$ cat src/rtl/mc_pkg.sv
// Shared definitions for the multicycle MIPS-style control unit.
//   - opcode constants for the supported instruction set
//   - 4-bit state encoding (also exported on the debug state port)
//   - ALUOp, ALUSrcB and PCSource select codes
//   - is_mem_state(): states that issue a memory access and so can time out
package mc_pkg;

  // instruction[31:26] values
  localparam logic [5:0] OP_RTYPE = 6'b000000;
  localparam logic [5:0] OP_LW    = 6'b100011;
  localparam logic [5:0] OP_SW    = 6'b101011;
  localparam logic [5:0] OP_BEQ   = 6'b000100;
  localparam logic [5:0] OP_ADDI  = 6'b001000;
  localparam logic [5:0] OP_J     = 6'b000010;

  typedef enum logic [3:0] {
    S_FETCH    = 4'd0,
    S_DECODE   = 4'd1,
    S_MEMADR   = 4'd2,
    S_MEMRD    = 4'd3,
    S_MEMWB    = 4'd4,
    S_MEMWR    = 4'd5,
    S_RTYPE_EX = 4'd6,
    S_RTYPE_WB = 4'd7,
    S_BEQ      = 4'd8,
    S_ADDI_EX  = 4'd9,
    S_ADDI_WB  = 4'd10,
    S_JUMP     = 4'd11,
    S_TRAP     = 4'd12
  } state_t;

  // ALU operation requested from the ALU control
  localparam logic [1:0] ALUOP_ADD   = 2'b00;
  localparam logic [1:0] ALUOP_SUB   = 2'b01;
  localparam logic [1:0] ALUOP_FUNCT = 2'b10;

  // ALU B-operand selects
  localparam logic [1:0] SRCB_REG    = 2'b00;
  localparam logic [1:0] SRCB_FOUR   = 2'b01;
  localparam logic [1:0] SRCB_IMM    = 2'b10;
  localparam logic [1:0] SRCB_IMMSH  = 2'b11;

  // next-PC selects
  localparam logic [1:0] PCSRC_ALU   = 2'b00;
  localparam logic [1:0] PCSRC_ALUOUT = 2'b01;
  localparam logic [1:0] PCSRC_JUMP  = 2'b10;

  function automatic logic is_mem_state(input state_t s);
    return (s == S_FETCH) || (s == S_MEMRD) || (s == S_MEMWR);
  endfunction

endpackage

$ cat src/rtl/multicycle_control.sv
// Multicycle datapath controller (FETCH/DECODE/execute sequence).
// Ports:
//   clk, rst          clock and synchronous active-high reset
//   opcode[5:0]       instruction[31:26], sampled only in DECODE
//   mem_ready         memory finishes the current access this cycle
//   PCWrite .. RegDst 1-bit datapath enables/selects
//   ALUOp, ALUSrcB, PCSource  2-bit datapath selects
//   state[3:0]        current state (debug)
//   trap              sticky: illegal opcode or memory wait timeout
// A memory state that sees mem_ready low for WAIT_LIMIT+1 consecutive
// cycles moves to TRAP, where every control is 0 until reset.
module multicycle_control
  import mc_pkg::*;
#(
  parameter int WAIT_LIMIT = 15
) (
  input  logic       clk,
  input  logic       rst,
  input  logic [5:0] opcode,
  input  logic       mem_ready,
  output logic       PCWrite,
  output logic       PCWriteCond,
  output logic       IorD,
  output logic       MemRead,
  output logic       MemWrite,
  output logic       MemtoReg,
  output logic       IRWrite,
  output logic       ALUSrcA,
  output logic       RegWrite,
  output logic       RegDst,
  output logic [1:0] ALUOp,
  output logic [1:0] ALUSrcB,
  output logic [1:0] PCSource,
  output logic [3:0] state,
  output logic       trap
);

  localparam int CW = (WAIT_LIMIT < 1) ? 1 : $clog2(WAIT_LIMIT + 1);
  localparam logic [CW-1:0] WAIT_MAX = CW'(WAIT_LIMIT);

  state_t          state_reg, state_next;
  logic [CW-1:0]   wait_cnt_reg, wait_cnt_next;
  logic [5:0]      opcode_reg;
  logic            trap_reg;
  logic            timeout;

  // Counter has reached the limit and memory is still not ready.
  assign timeout = is_mem_state(state_reg) && !mem_ready && (wait_cnt_reg == WAIT_MAX);

  // ---------------------------------------------------------------- state
  always_ff @(posedge clk) begin
    if (rst) begin
      state_reg    <= S_FETCH;
      wait_cnt_reg <= '0;
      opcode_reg   <= '0;
      trap_reg     <= 1'b0;
    end else begin
      state_reg    <= state_next;
      wait_cnt_reg <= wait_cnt_next;
      if (state_reg == S_DECODE) begin
        opcode_reg <= opcode;
      end
      if (state_next == S_TRAP) begin
        trap_reg <= 1'b1;
      end
    end
  end

  // ------------------------------------------------------------ next state
  always_comb begin
    state_next = state_reg;
    case (state_reg)
      S_FETCH: begin
        if (mem_ready)    state_next = S_DECODE;
        else if (timeout) state_next = S_TRAP;
      end
      S_DECODE: begin
        case (opcode)
          OP_RTYPE:     state_next = S_RTYPE_EX;
          OP_LW, OP_SW: state_next = S_MEMADR;
          OP_BEQ:       state_next = S_BEQ;
          OP_ADDI:      state_next = S_ADDI_EX;
          OP_J:         state_next = S_JUMP;
          default:      state_next = S_TRAP;
        endcase
      end
      // opcode input has moved on by now; use the copy taken in DECODE
      S_MEMADR:   state_next = (opcode_reg == OP_LW) ? S_MEMRD : S_MEMWR;
      S_MEMRD: begin
        if (mem_ready)    state_next = S_MEMWB;
        else if (timeout) state_next = S_TRAP;
      end
      S_MEMWB:    state_next = S_FETCH;
      S_MEMWR: begin
        if (mem_ready)    state_next = S_FETCH;
        else if (timeout) state_next = S_TRAP;
      end
      S_RTYPE_EX: state_next = S_RTYPE_WB;
      S_RTYPE_WB: state_next = S_FETCH;
      S_BEQ:      state_next = S_FETCH;
      S_ADDI_EX:  state_next = S_ADDI_WB;
      S_ADDI_WB:  state_next = S_FETCH;
      S_JUMP:     state_next = S_FETCH;
      S_TRAP:     state_next = S_TRAP;
      default:    state_next = S_TRAP;
    endcase
  end

  // Wait counter: counts only while stalled in the same memory state.
  // Any transition (including entry to a memory state) or mem_ready=1
  // leaves it at zero.
  always_comb begin
    wait_cnt_next = '0;
    if (is_mem_state(state_reg) && !mem_ready && (state_next == state_reg)) begin
      wait_cnt_next = wait_cnt_reg + 1'b1;
    end
  end

  // --------------------------------------------------------------- outputs
  always_comb begin
    PCWrite     = 1'b0;
    PCWriteCond = 1'b0;
    IorD        = 1'b0;
    MemRead     = 1'b0;
    MemWrite    = 1'b0;
    MemtoReg    = 1'b0;
    IRWrite     = 1'b0;
    ALUSrcA     = 1'b0;
    RegWrite    = 1'b0;
    RegDst      = 1'b0;
    ALUOp       = ALUOP_ADD;
    ALUSrcB     = SRCB_REG;
    PCSource    = PCSRC_ALU;
    case (state_reg)
      S_FETCH: begin
        MemRead = 1'b1;
        ALUSrcB = SRCB_FOUR;
        // PC+4 and IR are captured only when the fetch actually completes
        IRWrite = mem_ready;
        PCWrite = mem_ready;
      end
      S_DECODE: begin
        ALUSrcB = SRCB_IMMSH;
      end
      S_MEMADR, S_ADDI_EX: begin
        ALUSrcA = 1'b1;
        ALUSrcB = SRCB_IMM;
      end
      S_MEMRD: begin
        MemRead = 1'b1;
        IorD    = 1'b1;
      end
      S_MEMWB: begin
        RegWrite = 1'b1;
        MemtoReg = 1'b1;
      end
      S_MEMWR: begin
        MemWrite = 1'b1;
        IorD     = 1'b1;
      end
      S_RTYPE_EX: begin
        ALUSrcA = 1'b1;
        ALUOp   = ALUOP_FUNCT;
      end
      S_RTYPE_WB: begin
        RegWrite = 1'b1;
        RegDst   = 1'b1;
      end
      S_BEQ: begin
        ALUSrcA     = 1'b1;
        ALUOp       = ALUOP_SUB;
        PCWriteCond = 1'b1;
        PCSource    = PCSRC_ALUOUT;
      end
      S_ADDI_WB: begin
        RegWrite = 1'b1;
      end
      S_JUMP: begin
        PCWrite  = 1'b1;
        PCSource = PCSRC_JUMP;
      end
      default: ;
    endcase
  end

  assign state = state_reg;
  assign trap  = trap_reg;

endmodule

$ cat config.mk
export PLATFORM = sky130hd
export DESIGN_NAME = multicycle_control
export DESIGN_NICKNAME = d
export VERILOG_FILES = /design/src/rtl/mc_pkg.sv /design/src/rtl/multicycle_control.sv
export SDC_FILE = /design/constraint.sdc
export NUM_CORES = 1
export LEC_CHECK = 0
export ABC_CLOCK_PERIOD_IN_PS = 2460
export CORE_ASPECT_RATIO = 1.4
export CORE_MARGIN = 2
export CORE_UTILIZATION = 41
export CTS_CLUSTER_DIAMETER = 200
export CTS_CLUSTER_SIZE = 24
export DETAILED_ROUTE_END_ITERATION = 12
export PLACE_DENSITY = 0.75
export RECOVER_POWER = 50
export SYNTH_ARGS = -nofsm -noshare
export SYNTH_HDL_FRONTEND = slang
export SYNTH_SLANG_ARGS = --single-unit
$ cat constraint.sdc
create_clock -name clk -period 2.46 [get_ports clk]
set_input_delay 0.738 -clock clk [delete_from_list [all_inputs] [get_ports clk]]
set_output_delay 0.738 -clock clk [all_outputs]
set_load 0.03 [all_outputs]
==> impl_results.rst, run 1 <==
.. list-table::
   :header-rows: 1

   * - Metric
     - Value
   * - Status
     - finished, final reports clean
   * - Final worst-path setup slack
     - 0.0956 ns
   * - Overall power after layout
     - 0.903 mW
   * - Leakage power figure
     - 0.578 nW
   * - Area of the placeable core
     - 2360 sq um
   * - RePlAce Congestion
     - 0.843
   * - Launch point of the critical path
     - state[1]
   * - Worst-path maximum fanout
     - 12
   * - Max-cap violations
     - 0
   * - Worst setup path endpoint
     - state[1]
   * - Post-synthesis sequential area ratio
     - 29.8%
   * - Final setup violation count
     - 0
   * - Worst-margin pin slew
     - 1.06 ns
   * - Critical path cell sequence
     - buf_4 > clkdlybuf4s50_1
   * - Crit path DAT
     - 1.63 ns
   * - Post-synth top area cell
     - sky130_fd_sc_hd__dfxtp_1
   * - Overall routing resource usage
     - 19.8%
   * - Maximum achievable frequency
     - 423 MHz
   * - Number of global-route vias before repair
     - 1030
   * - Power density over the cells
     - 659 nW/um^2
   * - Overall die width
     - 45.9 um
   * - H-tree levels
     - 1
   * - Wire length of the first global-routing pass
     - 4.32 mm
   * - GR Util met3
     - 2.89%
   * - Number of detailed-routing iterations run before antenna repair
     - 4
   * - Most frequently used cell type in the post-synthesis netlist
     - sky130_fd_sc_hd__nor2_1
   * - Number of nets in the layout
     - 176
   * - Number of primary I/O pins
     - 30
   * - Number of nets still failing antenna checks after routing
     - 0
   * - Final routed wire length divided by cell count
     - 14.0 um
   * - Proportion of layout cells with a drive suffix above 1
     - 21.2%
   * - Met2 track demand over resource in global routing
     - 34.4%
   * - Iter 0 DRT Violations
     - 22
   * - Utilization after layout
     - 57.9%
   * - Worst Setup Path Type
     - flop to output pin
   * - Count of standard-cell rows
     - 21
   * - Number of synthesized flops with an enable pin
     - 0
   * - Number of vias in the routed layout
     - 1105
   * - Setup Skew
     - 0.00499 ns
   * - Net count of the mapped netlist
     - 135
   * - Cell types with the largest area share after synthesis
     - sky130_fd_sc_hd__dfxtp_1, sky130_fd_sc_hd__nor2_1, sky130_fd_sc_hd__mux2i_1
   * - Count of antenna diodes in the layout
     - 0
   * - Setup repair after global routing missed its margin
     - false
   * - Count of input and output buffers
     - 29
   * - Floorplan die area
     - 2870 sq um
   * - Endpoint of the most critical register-to-register path
     - opcode_reg[5]
   * - Sum of routed wire length over all layers
     - 2.63 mm
   * - Met1 global-route usage
     - 21.7%
   * - Grt peak-use layer
     - met2
   * - Initial core utilization
     - 42.6%
   * - Path type of the worst min-delay path
     - flop to flop
   * - Avg Inst Size Synth
     - 8.06 sq um
   * - Initial antenna violation count
     - 0
   * - Hold Vio Cnt, Final
     - 0
   * - DPL Wire Length
     - 2.08 mm
   * - Top flip-flop cell by instance count after synthesis
     - sky130_fd_sc_hd__dfxtp_1
   * - Top cell types by occurrence after synthesis
     - sky130_fd_sc_hd__nor2_1, sky130_fd_sc_hd__dfxtp_1, sky130_fd_sc_hd__nor3_1
   * - Total overflow reported by the global router
     - 0
   * - Via density
     - 5.88
   * - Sum of negative setup slack
     - 0 ns
   * - Post-synthesis instance total
     - 125
   * - Share of Yosys cell area claimed by the top area cell type
     - 29.8%
   * - Slowest stage cell on the critical path
     - sky130_fd_sc_hd__clkdlybuf4s50_1
   * - Insertion delay to the later sink of the worst-skew pair
     - 0.27 ns
   * - Count of cells along the worst register-to-register path
     - 5
   * - Post-CTS setup repair buffer count
     - 0
   * - Drc violations
     - 0
   * - Reg clk slew, reported paths
     - 0.08 ns
   * - Minimum period implied by the final worst setup slack
     - 2.36 ns
   * - Delay contributed by the slowest stage of the critical path
     - 0.68 ns
   * - Post-cts hold buffer count
     - 0
   * - Cell depth of the worst min-delay path
     - 1
   * - Unique cell type count in the Yosys netlist
     - 44
   * - Worst-case clock buffer depth
     - 2
   * - CTS Buf Count
     - 3
   * - Share of flip-flops with an asynchronous set or reset after synthesis
     - 0%
   * - Sink Count
     - 15
   * - Worst-case setup slack after placement
     - -0.0500 ns
   * - Largest register FFs
     - 6
   * - Die outline height
     - 62.6 um
   * - Mapped cell area
     - 1010 sq um
   * - Normalized max-slew margin
     - 29.0%
   * - Endpoint class of the critical path
     - output pin
   * - Count of warnings emitted by yosys
     - 0
   * - Launch point of the worst reg-to-reg path
     - state[1]
   * - Required time of the critical path
     - 1.72 ns
   * - Clock root buffer master
     - sky130_fd_sc_hd__clkbuf_4
   * - Final period util
     - 96.1%
   * - Clock tree from TritonCTS
     - yes
   * - Pin count of the biggest net entering global routing
     - 14
   * - Launching element type of the critical path
     - flop
   * - Worst vdd rail ir drop
     - 0.383 mV
   * - Post-synthesis register bit count
     - 15
   * - Number of pins with negative max-slew slack in the final report
     - 0
   * - Minimum setup slack among reg-to-reg paths
     - 0.47 ns
   * - Area Overhead vs Synth
     - 36.0%
## placed cells by master (no fill, tap or decap), types with 2 or more instances in the layout
cell type,Yosys,layout
sky130_fd_sc_hd__nor2_1,20,20
sky130_fd_sc_hd__buf_4,4,19
sky130_fd_sc_hd__dfxtp_1,15,13
sky130_fd_sc_hd__clkdlybuf4s50_1,0,10
sky130_fd_sc_hd__a21oi_1,6,7
sky130_fd_sc_hd__nand2_1,7,7
sky130_fd_sc_hd__nor3_1,8,7
sky130_fd_sc_hd__mux2i_1,7,7
sky130_fd_sc_hd__dlygate4sd2_1,0,7
sky130_fd_sc_hd__clkbuf_1,2,6
sky130_fd_sc_hd__nand2b_1,4,4
sky130_fd_sc_hd__inv_1,4,4
sky130_fd_sc_hd__o21ai_0,2,4
sky130_fd_sc_hd__nand3_1,4,3
sky130_fd_sc_hd__a31oi_1,3,3
sky130_fd_sc_hd__xnor2_1,3,3
sky130_fd_sc_hd__clkbuf_4,0,3
sky130_fd_sc_hd__nor3_2,1,2
sky130_fd_sc_hd__xor2_1,2,2
sky130_fd_sc_hd__and3_1,2,2
sky130_fd_sc_hd__or3_1,2,2
sky130_fd_sc_hd__nor4b_1,2,2
sky130_fd_sc_hd__dlygate4sd3_1,0,2
sky130_fd_sc_hd__dfxtp_2,0,2
## worst max-delay path, delay by kind of cell (launching register included)
| kind | cells | cell delay (ns) |
|---|---|---|
| buffers and inverters | 2 | 0.89 |
| flip-flops | 1 | 0.46 |
## timing repair
item | 4_1_cts | 5_1_grt
endpoints found under the setup margin | 10 | 3
pin swaps | 1 | 1
resized for setup | 11 | 4
## worst min path at each step
stage,startpoint,end,slack [ns]
6_report,wait_cnt_reg[0],wait_cnt_reg[0],0.45
5_1_grt,wait_cnt_reg[0],wait_cnt_reg[0],0.47
4_1_cts,wait_cnt_reg[0],wait_cnt_reg[0],0.46
3_5_place_dp,wait_cnt_reg[0],wait_cnt_reg[0],0.44
3_3_place_gp,wait_cnt_reg[0],wait_cnt_reg[0],0.43
2_1_floorplan,wait_cnt_reg[0],wait_cnt_reg[0],0.42
## where the power goes
| group | total [mW] | switching, mW | internal (mW) |
|---|---|---|---|
| Clock | 0.133 | 0.0699 | 0.0628 |
| Sequential | 0.299 | 0.0314 | 0.268 |
| Combinational | 0.471 | 0.276 | 0.195 |
## area by class of cell
class	instances	area, sq um
fillers	234	995
multi-input cells	97	631
repair buffers	45	367
flip-flops and latches	15	303
well taps	23	28.8
clock buffers	4	26.3
inverters	4	15.0
## routing by layer
| metal | share of wire [%] | up-vias |
|---|---|---|
| li1 | - | 534 |
| met4 | 2.6 | 0 |
| met1 | 40 | 526 |
| met3 | 3.9 | 8 |
| met5 | 0 | - |
| met2 | 53 | 37 |
## cells by family after synthesis
logic type               share of synthesized area (%)
multiplexers                                      6.96
XOR/XNOR                                          4.35
AO/OA/AOI/OAI                                     22.2
adder cells (fa/ha/maj)                           1.24
AND/OR/NAND/NOR                                   28.1
flip-flops                                        29.8
buffers and inverters                             7.33
## per-stage QoR
| stage | hold slack, ns | cells | cell area (sq um) |
|---|---|---|---|
| 2_1_floorplan | 0.417 | 125 | 1020 |
| 3_3_place_gp | 0.429 | 184 | 1380 |
| 3_5_place_dp | 0.441 | 184 | 1380 |
| 4_1_cts | 0.458 | 188 | 1410 |
| 5_1_grt | 0.474 | 188 | 1370 |
| 6_report | 0.452 | 188 | 1370 |
(Power assumes the default switching activity.)
==> inputs of run 2 (changes only) <==
--- a/config.mk
+++ b/config.mk
@@ -7,7 +7,7 @@
 export LEC_CHECK = 0
 export ABC_CLOCK_PERIOD_IN_PS = 2460
 export CORE_ASPECT_RATIO = 1.4
-export CORE_MARGIN = 2
+export CORE_MARGIN = 1
 export CORE_UTILIZATION = 41
 export CTS_CLUSTER_DIAMETER = 200
 export CTS_CLUSTER_SIZE = 24
==> run 2 against run 1 <==
Compared with the run above: the flow now finishes with violations (DRC); clock skew fell by 0.0022 ns; final cell count fell by 1.1%; combinational power rose by 0.8%; critical endpoint is now ALUSrcB[0].
==> impl_results.rst, run 2 (same netlist as run 1, synthesis figures left out) <==
.. list-table::
   :header-rows: 1

   * - Metric
     - Value
   * - Worst-margin pin slew
     - 0.997 ns (was 1.06 ns)
   * - Endpoint class of the critical path
     - output pin (unchanged)
   * - RePlAce Congestion
     - 0.826 (was 0.843)
   * - Count of standard-cell rows
     - 20 (was 21)
   * - Sink Count
     - 15 (unchanged)
   * - Via density
     - 5.84 (was 5.88)
   * - DPL Wire Length
     - 2.16 mm (was 2.08 mm)
   * - Post-CTS setup repair buffer count
     - 0 (unchanged)
   * - Hold Vio Cnt, Final
     - 0 (unchanged)
   * - Most frequent standard cell in the layout excluding fill and tap cells
     - sky130_fd_sc_hd__nor2_1 (unchanged)
   * - Clock root buffer master
     - sky130_fd_sc_hd__clkbuf_4 (unchanged)
   * - Overall routing resource usage
     - 22.6% (was 19.8%)
   * - Number of nets in the layout
     - 175 (was 176)
   * - Number of primary I/O pins
     - 30 (unchanged)
   * - Final non-filler cell area
     - 1360 sq um (was 1370 sq um)
   * - Worst Setup Path Type
     - flop to output pin (unchanged)
   * - Worst-path maximum fanout
     - 10 (was 12)
   * - Largest register FFs
     - 6 (unchanged)
   * - Highest-count cells in the layout ignoring fill and taps
     - sky130_fd_sc_hd__nor2_1, sky130_fd_sc_hd__buf_4, sky130_fd_sc_hd__dfxtp_1 (unchanged)
   * - Number of pins with negative max-slew slack in the final report
     - 0 (unchanged)
   * - Setup Skew
     - 0.00277 ns (was 0.00499 ns)
   * - Final setup violation count
     - 0 (unchanged)
   * - Count of cells along the worst register-to-register path
     - 5 (unchanged)
   * - Violated checks
     - DRC
   * - Initial antenna violation count
     - 0 (unchanged)
   * - Launching element type of the critical path
     - flop (unchanged)
   * - Cell depth of the worst min-delay path
     - 1 (unchanged)
   * - Initial core utilization
     - 44.7% (was 42.6%)
   * - Count of input and output buffers
     - 29 (unchanged)
   * - Number of vias in the routed layout
     - 1086 (was 1105)
   * - Final period util
     - 97.7% (was 96.1%)
   * - Number of nets still failing antenna checks after routing
     - 0 (unchanged)
   * - Iter 0 DRT Violations
     - 24 (was 22)
   * - Insertion delay to the later sink of the worst-skew pair
     - 0.28 ns (was 0.27 ns)
   * - Final routed wire length divided by cell count
     - 14.5 um (was 14.0 um)
   * - CTS Buf Count
     - 3 (unchanged)
   * - Proportion of layout cells with a drive suffix above 1
     - 20.7% (was 21.2%)
   * - Post-cts hold buffer count
     - 0 (unchanged)
   * - Required time of the critical path
     - 1.72 ns (about the same)
   * - Number of detailed-routing iterations run before antenna repair
     - 8 (was 4)
   * - Count of antenna diodes in the layout
     - 0 (unchanged)
   * - Number of global-route vias before repair
     - 1065 (was 1030)
   * - Crit path DAT
     - 1.67 ns (was 1.63 ns)
   * - Worst-case clock buffer depth
     - 2 (unchanged)
   * - Minimum period implied by the final worst setup slack
     - 2.40 ns (was 2.36 ns)
   * - Path type of the worst min-delay path
     - flop to flop (unchanged)
   * - Worst-case setup slack after placement
     - -0.0794 ns (was -0.0500 ns)
   * - Floorplan die area
     - 2660 sq um (was 2870 sq um)
   * - Overall die width
     - 43.9 um (was 45.9 um)
   * - Post-Route Hold Slack
     - 0.471 ns (was 0.452 ns)
   * - Status
     - finished, violations left (was finished, final reports clean)
   * - Setup repair after global routing missed its margin
     - false (unchanged)
   * - Leakage power figure
     - 0.585 nW (was 0.578 nW)
   * - Normalized max-slew margin
     - 33.0% (was 29.0%)
   * - Max-cap violations
     - 0 (unchanged)
   * - Worst vdd rail ir drop
     - 0.402 mV (was 0.383 mV)
   * - Die outline height
     - 60.6 um (was 62.6 um)
   * - Sum of routed wire length over all layers
     - 2.70 mm (was 2.63 mm)
   * - Maximum achievable frequency
     - 416 MHz (was 423 MHz)
   * - Final worst-path setup slack
     - 0.0563 ns (was 0.0956 ns)
   * - Clock tree from TritonCTS
     - yes (unchanged)
   * - H-tree levels
     - 1 (unchanged)
   * - Wire length of the first global-routing pass
     - 4.52 mm (was 4.32 mm)
   * - Drc violations
     - 5 (was 0)
   * - Reg clk slew, reported paths
     - 0.08 ns (about the same)
   * - Area of the placeable core
     - 2250 sq um (was 2360 sq um)
   * - Minimum setup slack among reg-to-reg paths
     - 0.57 ns (was 0.47 ns)
   * - Area Overhead vs Synth
     - 35.2% (was 36.0%)
   * - Pin count of the biggest net entering global routing
     - 11 (was 14)
   * - Area of placed instances
     - 1370 sq um (was 1380 sq um)
   * - Power density over the cells
     - 667 nW/um^2 (was 659 nW/um^2)
   * - Total overflow reported by the global router
     - 0 (unchanged)
==> run 2: changes by cell type in the layout (fill, tap and decap cells not counted), sizes merged <==
cell           change
buf                -2
clkbuf             -1
clkdlybuf4s50      -2
dlygate4sd2        +3
dlygate4sd3        +2
dlymetal6s2s       -1
==> run 2: worst max-delay path, stage by stage (launching register included) <==
cell and delay (ns):
sky130_fd_sc_hd__dfxtp_2 0.38, sky130_fd_sc_hd__buf_4 0.17, sky130_fd_sc_hd__nor3_1 0.13, sky130_fd_sc_hd__clkdlybuf4s50_1 0.70
==> run 2: through the flow <==
step                      power (mW)  setup TNS (ns)  instances  util [%]
after floorplan                0.618               0        125         -
after global placement         0.784         -0.0549        182      61.0
after detailed placement       0.797          -0.185        182      61.0
after CTS                      0.926               0        186      61.9
after global routing           0.963               0        186      60.4
final                          0.908               0        186      60.4
==> run 2: area by class of cell <==
| type | instances | area (sq um) |
|---|---|---|
| Fill cell | 217 | 891 |
| Multi-Input combinational cell | 97 | 632 |
| Timing Repair Buffer | 44 | 358 |
| Sequential cell | 15 | 303 |
| Tap cell | 22 | 27.5 |
| Clock buffer | 4 | 26.3 |
| Inverter | 4 | 15.0 |
==> run 2: repair_timing <==
action,CTS,global route
pin swaps,0,0
endpoints found under the setup margin,11,1
gates resized for setup,13,1
==> run 2: final timing paths <==
kind,from,endpoint
max,state[1],ALUSrcB[0]
min,wait_cnt_reg[0],wait_cnt_reg[0]
max reg2reg,state[1],opcode_reg[0]
min reg2reg,wait_cnt_reg[0],wait_cnt_reg[0]
==> run 2: power by group <==
group	switching, mW	internal [mW]
clock	0.0737	0.0630
combinational	0.284	0.192
sequential	0.0278	0.268
==> run 2: per-layer routing <==
| metal | track usage, % | share of wire, % |
|---|---|---|
| met1 | 22.6 | 37 |
| met2 | 43.3 | 55 |
| met3 | 3.27 | 5.9 |
| met4 | 13.9 | 2.6 |
| met5 | 0 | 0 |
